## src/rtl/ob_pkg.sv

```systemverilog
// Shared types and constants for the ob command multiplexer: command/response
// payloads, arbitration mode encodings and port-count limits.
package ob_pkg;

    localparam int N_PORTS_MIN  = 2;
    localparam int N_PORTS_MAX  = 8;
    localparam int N_PORTS_DFLT = 4;

    localparam int ARB_MODE_RR    = 0;
    localparam int ARB_MODE_FIXED = 1;

    // Port-select width for a given port count (at least one bit).
    function automatic int port_w(input int n_ports);
        return (n_ports <= 2) ? 1 : $clog2(n_ports);
    endfunction

    localparam int PORT_W = port_w(N_PORTS_DFLT);

    typedef struct packed {
        logic [7:0]  uid;
        logic [3:0]  op;
        logic [15:0] data;
    } cmd_t;

    typedef struct packed {
        logic [7:0]  uid;
        logic [15:0] data;
        logic        err;
    } rsp_t;

endpackage

```

## src/rtl/ob_cmd_fifo.sv

```systemverilog
// Per-port command FIFO: drops writes while full (sticky overflow flag) and
// registers the full flag from next-state occupancy.
module ob_cmd_fifo
    import ob_pkg::*;
#(
    parameter int DEPTH = 4
) (
    input  logic clk,
    input  logic rst,
    input  logic push,
    input  cmd_t push_data,
    input  logic pop,
    output cmd_t head,
    output logic empty,
    output logic full_r,
    output logic ovf_r
);

    localparam int AW = $clog2(DEPTH);
    localparam int CW = AW + 1;

    cmd_t          mem [DEPTH];
    logic [AW-1:0] wr_ptr;
    logic [AW-1:0] rd_ptr;
    logic [CW-1:0] cnt;
    logic [CW-1:0] cnt_nxt;
    logic          wr_en;
    logic          rd_en;

    assign empty   = (cnt == '0);
    assign wr_en   = push & ~full_r;
    assign rd_en   = pop & ~empty;
    assign cnt_nxt = cnt + CW'(wr_en) - CW'(rd_en);
    assign head    = mem[rd_ptr];

    // NOTE: non-blocking assignments in clocked blocks so every register
    // samples pre-edge values regardless of statement order.
    always_ff @(posedge clk) begin
        if (rst) begin
            wr_ptr <= '0;
            rd_ptr <= '0;
            cnt    <= '0;
            full_r <= 1'b0;
            ovf_r  <= 1'b0;
        end else begin
            if (wr_en) wr_ptr <= wr_ptr + AW'(1);
            if (rd_en) rd_ptr <= rd_ptr + AW'(1);
            cnt    <= cnt_nxt;
            full_r <= (cnt_nxt == CW'(DEPTH));
            ovf_r  <= ovf_r | (push & full_r);
        end
    end

    // NOTE: storage is deliberately not reset; occupancy alone decides which
    // entries are meaningful, so clearing it would only cost reset fan-out.
    always_ff @(posedge clk) begin
        if (wr_en) mem[wr_ptr] <= push_data;
    end

endmodule

```

## src/rtl/ob_cmd_mux.sv

```systemverilog
// Multiplexes N_PORTS command FIFOs onto one registered ob command channel and
// routes ob responses back to the port encoded in the response uid.
module ob_cmd_mux
    import ob_pkg::*;
#(
    parameter int N_PORTS    = N_PORTS_DFLT,
    parameter int FIFO_DEPTH = 4,
    parameter int ARB_MODE   = ARB_MODE_RR
) (
    input  logic               clk,
    input  logic               rst,
    input  logic [N_PORTS-1:0] cmd_vld_r,
    input  cmd_t [N_PORTS-1:0] cmd_r,
    output logic [N_PORTS-1:0] cmd_full_r,
    output logic [N_PORTS-1:0] cmd_ovf_r,
    output logic               ob_cmd_vld_r,
    output cmd_t               ob_cmd_r,
    input  logic               ob_cmd_full_r,
    input  logic               ob_rsp_vld,
    input  rsp_t               ob_rsp,
    output logic               ob_rsp_accept,
    output logic [N_PORTS-1:0] rsp_vld,
    output rsp_t               rsp,
    input  logic [N_PORTS-1:0] rsp_accept
);

    localparam int PW = port_w(N_PORTS);

    logic [N_PORTS-1:0] empty;
    logic [N_PORTS-1:0] pop;
    cmd_t [N_PORTS-1:0] head;
    logic [PW-1:0]      rr_ptr;
    logic [PW-1:0]      grant_idx;
    logic               grant_vld;
    cmd_t               grant_cmd;
    logic [PW-1:0]      rsp_sel;

    for (genvar i = 0; i < N_PORTS; i++) begin : g_port
        ob_cmd_fifo #(.DEPTH(FIFO_DEPTH)) u_fifo (
            .clk       (clk),
            .rst       (rst),
            .push      (cmd_vld_r[i]),
            .push_data (cmd_r[i]),
            .pop       (pop[i]),
            .head      (head[i]),
            .empty     (empty[i]),
            .full_r    (cmd_full_r[i]),
            .ovf_r     (cmd_ovf_r[i])
        );
    end

    // The output register is a one-cycle pulse, so it is always drained and
    // arbitration is gated by ob back-pressure alone.
    always_comb begin : p_arb
        int j;
        // NOTE: every combinational output gets a default first so no path
        // leaves it unassigned and infers a latch.
        j         = 0;
        grant_vld = 1'b0;
        grant_idx = '0;
        if (!ob_cmd_full_r) begin
            if (ARB_MODE == ARB_MODE_FIXED) begin
                for (int i = N_PORTS - 1; i >= 0; i--) begin
                    if (!empty[i]) begin
                        grant_vld = 1'b1;
                        grant_idx = PW'(i);
                    end
                end
            end else begin
                // Scan farthest-first so the nearest port after rr_ptr wins.
                for (int k = N_PORTS; k >= 1; k--) begin
                    j = int'(rr_ptr) + k;
                    if (j >= N_PORTS) j = j - N_PORTS;
                    for (int i = 0; i < N_PORTS; i++) begin
                        if (i == j && !empty[i]) begin
                            grant_vld = 1'b1;
                            grant_idx = PW'(i);
                        end
                    end
                end
            end
        end
    end

    always_comb begin
        pop       = '0;
        grant_cmd = '0;
        for (int i = 0; i < N_PORTS; i++) begin
            if (grant_idx == PW'(i)) begin
                pop[i]    = grant_vld;
                grant_cmd = head[i];
            end
        end
    end

    always_ff @(posedge clk) begin
        if (rst) begin
            ob_cmd_vld_r <= 1'b0;
            ob_cmd_r     <= '0;
            rr_ptr       <= PW'(N_PORTS - 1);
        end else begin
            ob_cmd_vld_r <= grant_vld;
            if (grant_vld) begin
                ob_cmd_r <= grant_cmd;
                rr_ptr   <= grant_idx;
            end
        end
    end

    // Responses for a uid port index beyond N_PORTS are silently consumed.
    assign rsp     = ob_rsp;
    assign rsp_sel = ob_rsp.uid[PW-1:0];

    always_comb begin
        rsp_vld       = '0;
        ob_rsp_accept = ob_rsp_vld;
        for (int i = 0; i < N_PORTS; i++) begin
            if (rsp_sel == PW'(i)) begin
                rsp_vld[i]    = ob_rsp_vld;
                ob_rsp_accept = ob_rsp_vld & rsp_accept[i];
            end
        end
    end

endmodule

```

## config.mk

```make
export PLATFORM = sky130hd
export DESIGN_NAME = ob_cmd_mux
export DESIGN_NICKNAME = d
export VERILOG_FILES = /design/src/rtl/ob_pkg.sv /design/src/rtl/ob_cmd_fifo.sv /design/src/rtl/ob_cmd_mux.sv
export SDC_FILE = /design/constraint.sdc
export NUM_CORES = 1
export LEC_CHECK = 0
export CAP_MARGIN = 20
export CORE_MARGIN = 8
export CORE_UTILIZATION = 40
export DETAILED_ROUTE_END_ITERATION = 7
export GPL_TIMING_DRIVEN = 0
export HOLD_SLACK_MARGIN = 0.03
export PLACE_DENSITY = 0.58
export RECOVER_POWER = 100
export SLEW_MARGIN = 20
export SYNTH_ARGS = -nofsm -noshare
export SYNTH_HDL_FRONTEND = slang
export SYNTH_SLANG_ARGS = --single-unit
```

## constraint.sdc

```tcl
create_clock -name clk -period 6.2 [get_ports clk]
set_clock_uncertainty 0.15 [all_clocks]
set_input_delay 0.93 -clock clk [delete_from_list [all_inputs] [get_ports clk]]
set_output_delay 0.93 -clock clk [all_outputs]
set_load 0.01 [all_outputs]
```

After elaboration in Yosys (flattened, before gate mapping)

Memories as Yosys holds them, arrays and structs flattened. A register that Yosys moved wholly into a read port is not among the register bits.
Index checks and enable logic that the tools add are counted.

Add/sub/neg operators: 24
Magnitude comparators: 4
Equal/unequal tests: 22
Mux-type cells: 73
Bitwise logic cells: 28
Reduce and logical (&&, ||, !) cells: 30

Operator list:

| cell                                                                   | count |
|---|---|
| 3-bit by 32-bit equality test with 1-bit output (first input constant) | 8 |
| 32-bit two-way mux                                                     | 8 |
| 2-bit by 32-bit equality test with 1-bit output (first input constant) | 4 |
| 32-bit zero test                                                       | 4 |
| 28-bit two-way mux                                                     | 4 |
| 2-bit two-way mux                                                      | 23 |
| 1-bit two-way mux                                                      | 38 |
| 2-bit by 1-bit adder with 2-bit output (second input constant)         | 8 |
| 1-bit AND                                                              | 16 |
| 1-bit logical AND                                                      | 16 |
| 3-bit by 1-bit adder with 3-bit output                                 | 4 |
| 3-bit equality test (second input constant)                            | 4 |
| 3-bit zero test                                                        | 4 |
| 3-bit by 1-bit subtractor with 3-bit output                            | 4 |
| 3-bit by 3-bit subtractor with 4-bit output (second input constant)    | 3 |
| 3-bit >= comparator (second input constant)                            | 3 |
| 2-bit equality test (second input constant)                            | 4 |
| 1-bit inverter                                                         | 8 |
| 2-bit by 2-bit adder with 3-bit output (second input constant)         | 2 |
| 4-bit by 3-bit subtractor with 5-bit output (second input constant)    | 1 |
| 2-bit by 3-bit adder with 4-bit output (second input constant)         | 1 |
| 2-bit by 1-bit equality test with 1-bit output (second input constant) | 2 |
| 4-bit by 3-bit >= comparator with 1-bit output (second input constant) | 1 |
| 1-bit zero test                                                        | 4 |
| 3 further kinds                                                        | 7 |

Register bits: 67
Memory bits (writable): 448
Output and inout bits: 67
Word-level logic and storage cells: 210
Memories kept: 4

Memory list:

| memory               | words | bits a word | read ports | clocked after memory_dff | wr ports | line              | RTL |
|---|---|---|---|---|---|---|---|
| g_port[0].u_fifo.mem | 4     | 28          | 1          | 1                        | 1        | ob_cmd_fifo.sv:22 | `cmd_t mem [DEPTH];` |
| g_port[1].u_fifo.mem | 4     | 28          | 1          | 1                        | 1        | ob_cmd_fifo.sv:22 |  |
| g_port[2].u_fifo.mem | 4     | 28          | 1          | 1                        | 1        | ob_cmd_fifo.sv:22 |  |
| g_port[3].u_fifo.mem | 4     | 28          | 1          | 1                        | 1        | ob_cmd_fifo.sv:22 |  |

Depth between registers and ports, before layout

Depth in word-level cells: 27
Gate-level depth with buffers: 14
Gate-level depth less buffers: 12

Modules after synthesis

Synthesis repeated with hierarchy kept, for this count alone.

Cell total of the unflattened synthesis: 1130
Area, all modules: 21307.9 sq um

Modules (own cells, without submodules):

| module                              | times used | cells an instance | area an instance (sq um) | sequential area each (sq um) |
|---|---|---|---|---|
| ob_cmd_fifo at g_port[1].u_fifo ... | 3          | 199               | 4594.4                   | 3583.4 |
| ob_cmd_fifo at g_port[0].u_fifo     | 1          | 198               | 4590.7                   | 3583.4 |
| ob_cmd_mux                          | 1          | 335               | 2934.1                   | 620.6 |

Least setup slack after synthesis

Ideal clock, no wire load.

Path kind: input -> register
Start point: input port ob_cmd_full_r
End point: register g_port[0].u_fifo.full_r
Library setup time: 0.096 ns
Data arrival time: 3.106 ns
Slack: 2.848 ns
Stages: 12
Path buffers: 2
Path through: buf_2 -> a21oi_2 -> buf_4 -> and3_1 -> ha_1 -> inv_1 -> ha_1 -> inv_1 -> fa_1 -> xor2_1 -> xnor2_1 -> nor4b_1

Longest elaborated chain between the ends: 6
Elaborated cells on any way between the ends: 7

RTL lines:

| what                                          | line              | RTL |
|---|---|---|
| from (decl)                                   | ob_cmd_mux.sv:18  | `input logic ob_cmd_full_r,` |
| 2-bit two-way mux                             | ob_cmd_mux.sv:61  | `if (!ob_cmd_full_r) begin` |
| 2-bit zero test                               | ob_cmd_mux.sv:89  | `if (grant_idx == PW'(i)) begin` |
| 1-bit two-way mux *                           | ob_cmd_mux.sv:89  |  |
| 1-bit AND *                                   | ob_cmd_fifo.sv:32 | `assign rd_en = pop & ~empty;` |
| named net g_port[0].u_fifo.rd_en              | ob_cmd_fifo.sv:28 | `logic rd_en;` |
| 3-bit by 1-bit subtractor with 3-bit output * | ob_cmd_fifo.sv:33 | `assign cnt_nxt = cnt + CW'(wr_en) - CW'(rd_en);` |
| 3-bit equality test *                         | ob_cmd_fifo.sv:49 | `full_r <= (cnt_nxt == CW'(DEPTH));` |
| to (signal assigned)                          | ob_cmd_fifo.sv:49 |  |
| to (decl)                                     | ob_cmd_fifo.sv:15 | `output logic full_r,` |

Mark *: on every way through the listed nets, which the timed path passes. The rest lies on a longest branch.
A chain may end at the register's enable or synchronous reset.

Worst setup path after layout

Start point: register g_port[3].u_fifo.cnt[2]
End point: register g_port[0].u_fifo.full_r

Longest elaborated chain between the ends: 22
Elaborated cells on any way between the ends: 39

RTL lines:

| what                                          | line              | RTL |
|---|---|---|
| from (decl)                                   | ob_cmd_fifo.sv:25 | `logic [CW-1:0] cnt;` |
| from (signal assigned)                        | ob_cmd_fifo.sv:48 | `cnt <= cnt_nxt;` |
| 3-bit zero test *                             | ob_cmd_fifo.sv:30 | `assign empty = (cnt == '0);` |
| 1-bit zero test *                             | ob_cmd_mux.sv:75  | `if (i == j && !empty[i]) begin` |
| 1-bit logical AND                             | ob_cmd_mux.sv:75  |  |
| 2-bit two-way mux (13 in a row)               | ob_cmd_mux.sv:75  |  |
| 2-bit two-way mux                             | ob_cmd_mux.sv:61  |  |
| 2-bit zero test                               | ob_cmd_mux.sv:89  |  |
| 1-bit two-way mux *                           | ob_cmd_mux.sv:89  |  |
| 1-bit AND *                                   | ob_cmd_fifo.sv:32 |  |
| named net g_port[0].u_fifo.rd_en              | ob_cmd_fifo.sv:28 |  |
| 3-bit by 1-bit subtractor with 3-bit output * | ob_cmd_fifo.sv:33 |  |
| 3-bit equality test *                         | ob_cmd_fifo.sv:49 |  |

Marked as above.

==> flow_metrics.env <==
export IMPL_grt_pass1_wl_um=71800
export IMPL_synth_area_leaders="edfxtp_1 (66%), mux4_2 (12%), dfxtp_1 (7.3%)"
export IMPL_cts_path_max_buffers=3
export IMPL_critPathLaunch="g_port[3].u_fifo.cnt[2]"
export IMPL_avgViaCountPerCell=5.14
export IMPL_design_area_mm2=0.0250
export IMPL_synth_async_reset_ratio_pct=0
export IMPL_fmax_ghz=0.214
export IMPL_grt_ovfl_total=0
export IMPL_status="finished with violations"
export IMPL_min_from="g_port[2].u_fifo.ovf_r"
export IMPL_critical_path_slowest_cell="a21oi_1"
export IMPL_grtUsageTotal_pct=16.2
export IMPL_crit_arrival_ns=4.94
export IMPL_fin_crit_sh_pct=75.5
export IMPL_yosysSeqAreaShare_pct=72.8
export IMPL_synth_ff_type="edfxtp_1"
export IMPL_crit_fanout=10
export IMPL_hold_class="flip-flop to flip-flop"
export IMPL_synth_top_area_share_pct=65.5
export IMPL_drive_gt1_share_pct=19.3
export IMPL_grt_max_degree=25
export IMPL_cts_made_buffers=55
export IMPL_startpoint_type="flip-flop"
export IMPL_ys_types=57
export IMPL_p_total_uw=10400
export IMPL_ant_nets=0
export IMPL_dieArea_mm2=0.0588
export IMPL_synth_area_mm2=0.0205
export IMPL_cts_hold_buf=0
export IMPL_powerDensity_mw_per_mm2=415
export IMPL_nets=1506
export IMPL_first_pass_iters=5
export IMPL_drv_cap=12
export IMPL_drc=0
export IMPL_hpwl_um=34200
export IMPL_post_dp_cell_area_mm2=0.0236
export IMPL_path_class="flip-flop to flip-flop"
export IMPL_syn_to_final_growth_pct=22.0
export IMPL_rsz0062_at_grt="no"
export IMPL_io_pins=216
export IMPL_p_leak_uw=0.00829
export IMPL_clock_tree_root_cell="clkbuf_16"
export IMPL_yosysMostFrequentCell="edfxtp_1"
export IMPL_crit_reg2reg_launch="g_port[3].u_fifo.cnt[2]"
export IMPL_hold_viol=0
export IMPL_max_slew_margin_pct=-14.3
export IMPL_die_width_um=243
export IMPL_drv_slew=292
export IMPL_setup_violations=0
export IMPL_yosys_top_cells_count="edfxtp_1 (448), mux4_2 (112), dfxtp_1 (75)"
export IMPL_cpPeakStageDelay_ns=0.87
export IMPL_numClockSinks=523
export IMPL_start_util_pct=40.3
export IMPL_wl_per_cell_um=23.7
export IMPL_end_kind="flip-flop"
export IMPL_synth_top_area_cell="edfxtp_1"
export IMPL_synth_fp_nets=1243
export IMPL_antenna_found_initial=10
export IMPL_synth_edf_count=448
export IMPL_violations="max-capacitance violations, max-slew violations"
export IMPL_clock_latency_ns=0.59
export IMPL_n_fill_cell=4243
export IMPL_gp_congestion=0.802
export IMPL_tritoncts="yes"
export IMPL_core_area_mm2=0.0510
export IMPL_grt_pass1_vias=11200
export IMPL_cts_resized=0
export IMPL_worstPathRequired_ns=6.46
export IMPL_setup_tns_ns=0
export IMPL_synth_warnings=0
export IMPL_cp_top_family="simple AND/OR/NAND/NOR gates"
export IMPL_drt_iter0_drc=704
export IMPL_path_cells="nor3_1 -> o221ai_1 -> a21oi_1 -> buf_4 -> and3_1 -> ha_1 -> inv_1 -> ha_1 -> inv_1 -> fa_1 -> xor2_1 -> xnor2_1 -> nor4b_1"
export IMPL_die_y_um=243
export IMPL_rows=83
export IMPL_port_buffers=190
export IMPL_max_slew_worst_pin_slew_ns=1.71
export IMPL_fin_crit_ns=4.68
export IMPL_routed_via_count=10600
export IMPL_routed_wl_um=48800
export IMPL_vdd_drop_max_v=0.000223
export IMPL_worst_path_buf_inv=3
export IMPL_path_clk_slew_ns=0.07
export IMPL_synthCells=1066
export IMPL_cts_setup_buffers=0
export IMPL_ys_seq_elements=523
export IMPL_htree_levels=2
export IMPL_avgSynthCellArea_um2=19.3
==> cell type report <==
class                      count  area [um2]  share of cell area, %
antenna                        3        7.51                 0.0300
buffer                        90         509                   2.03
clock buffer                  75        1580                   6.29
clock inverter                28         226                  0.905
inverter                      25        93.8                  0.375
multi-input combinational    428        4860                   19.4
sequential                   523       15000                   59.7
tap                          680         851                   3.40
timing repair buffer         206        1960                   7.84
==> metrics by stage <==
stage / hold slack, ns / worst slack, ns / util [%] / std cells
final: 0.316 / 1.52 / 49.1 / 2058
after global routing: 0.354 / 1.20 / 49.1 / 2056
after CTS: 0.323 / 2.15 / 49.9 / 2055
after detailed placement: 0.310 / 2.00 / 46.4 / 1952
after global placement: 0.305 / 1.99 / 45.7 / 1936
after floorplan: 0.288 / 2.85 / - / 1066
==> sequential cells by signal, summed over array words and instances (netlist names), named ones only <==
name,cells
g_port.u_fifo.cnt,12
g_port.u_fifo.full_r,4
g_port.u_fifo.mem,448
g_port.u_fifo.ovf_r,4
g_port.u_fifo.rd_ptr,8
g_port.u_fifo.wr_ptr,8
ob_cmd_r,28
ob_cmd_vld_r,1
rr_ptr,2
==> per-layer routing <==
metal  GRT usage (%)  vias up  part of all wire, %
met3            4.07       80                  6.1
met2            27.1      303                   49
met1            20.7     5409                   43
li1                -     4788                    -
met5               0        -                0.078
met4            4.95        6                  2.3
==> tightest hold or removal path, stage by stage (launching register included) <==
cell and delay [ns]:
dfxtp_1 0.32, a21oi_1 0.04, nor2_1 0.07
==> cells in the final DEF (no fill, tap or decap), drive strengths merged, types with 6 or more instances in the layout <==
cell / Yosys / routed
a211oi: 29 / 29
a21oi: 28 / 28
a221o: 15 / 15
a22oi: 16 / 16
and2: 20 / 20
and2b: 8 / 8
buf: 62 / 57
clkbuf: 28 / 124
clkdlybuf4s50: 0 / 7
clkinv: 0 / 23
dfxtp: 75 / 75
dlygate4sd3: 0 / 183
edfxtp: 448 / 448
ha: 24 / 24
inv: 25 / 25
mux4: 112 / 112
nor2: 49 / 49
nor2b: 17 / 17
nor3: 6 / 6
o21ai: 15 / 15
o2bb2a: 12 / 12
o31ai: 12 / 12
xnor2: 14 / 14
xor2: 6 / 6
==> logic make-up (layout without fill, tap and decap cells) <==
family	count (synthesis)	count (layout)	share of synthesized area, %
flops	523	523	72.8
compound gates	140	140	5.61
xor+xnor	20	20	0.853
mux	112	112	12.3
other cells	0	3	0
simple gates	128	128	3.49
fa+ha+maj	28	28	1.85
buf+inv	115	424	3.06
==> final timing paths <==
kind | to | slack, ns | cells after the start
max | g_port[0].u_fifo.full_r | 1.52 | 13
min | g_port[2].u_fifo.ovf_r | 0.32 | 2
min reg2reg | g_port[2].u_fifo.ovf_r | 0.32 | 2
max reg2reg | g_port[0].u_fifo.full_r | 1.52 | 13
==> power breakdown <==
group	total, uW	internal [uW]	switching, uW
sequential	4520	4330	182
combinational	2620	1130	1490
clock	3260	1930	1320
Power figures use the tool's default switching activity.
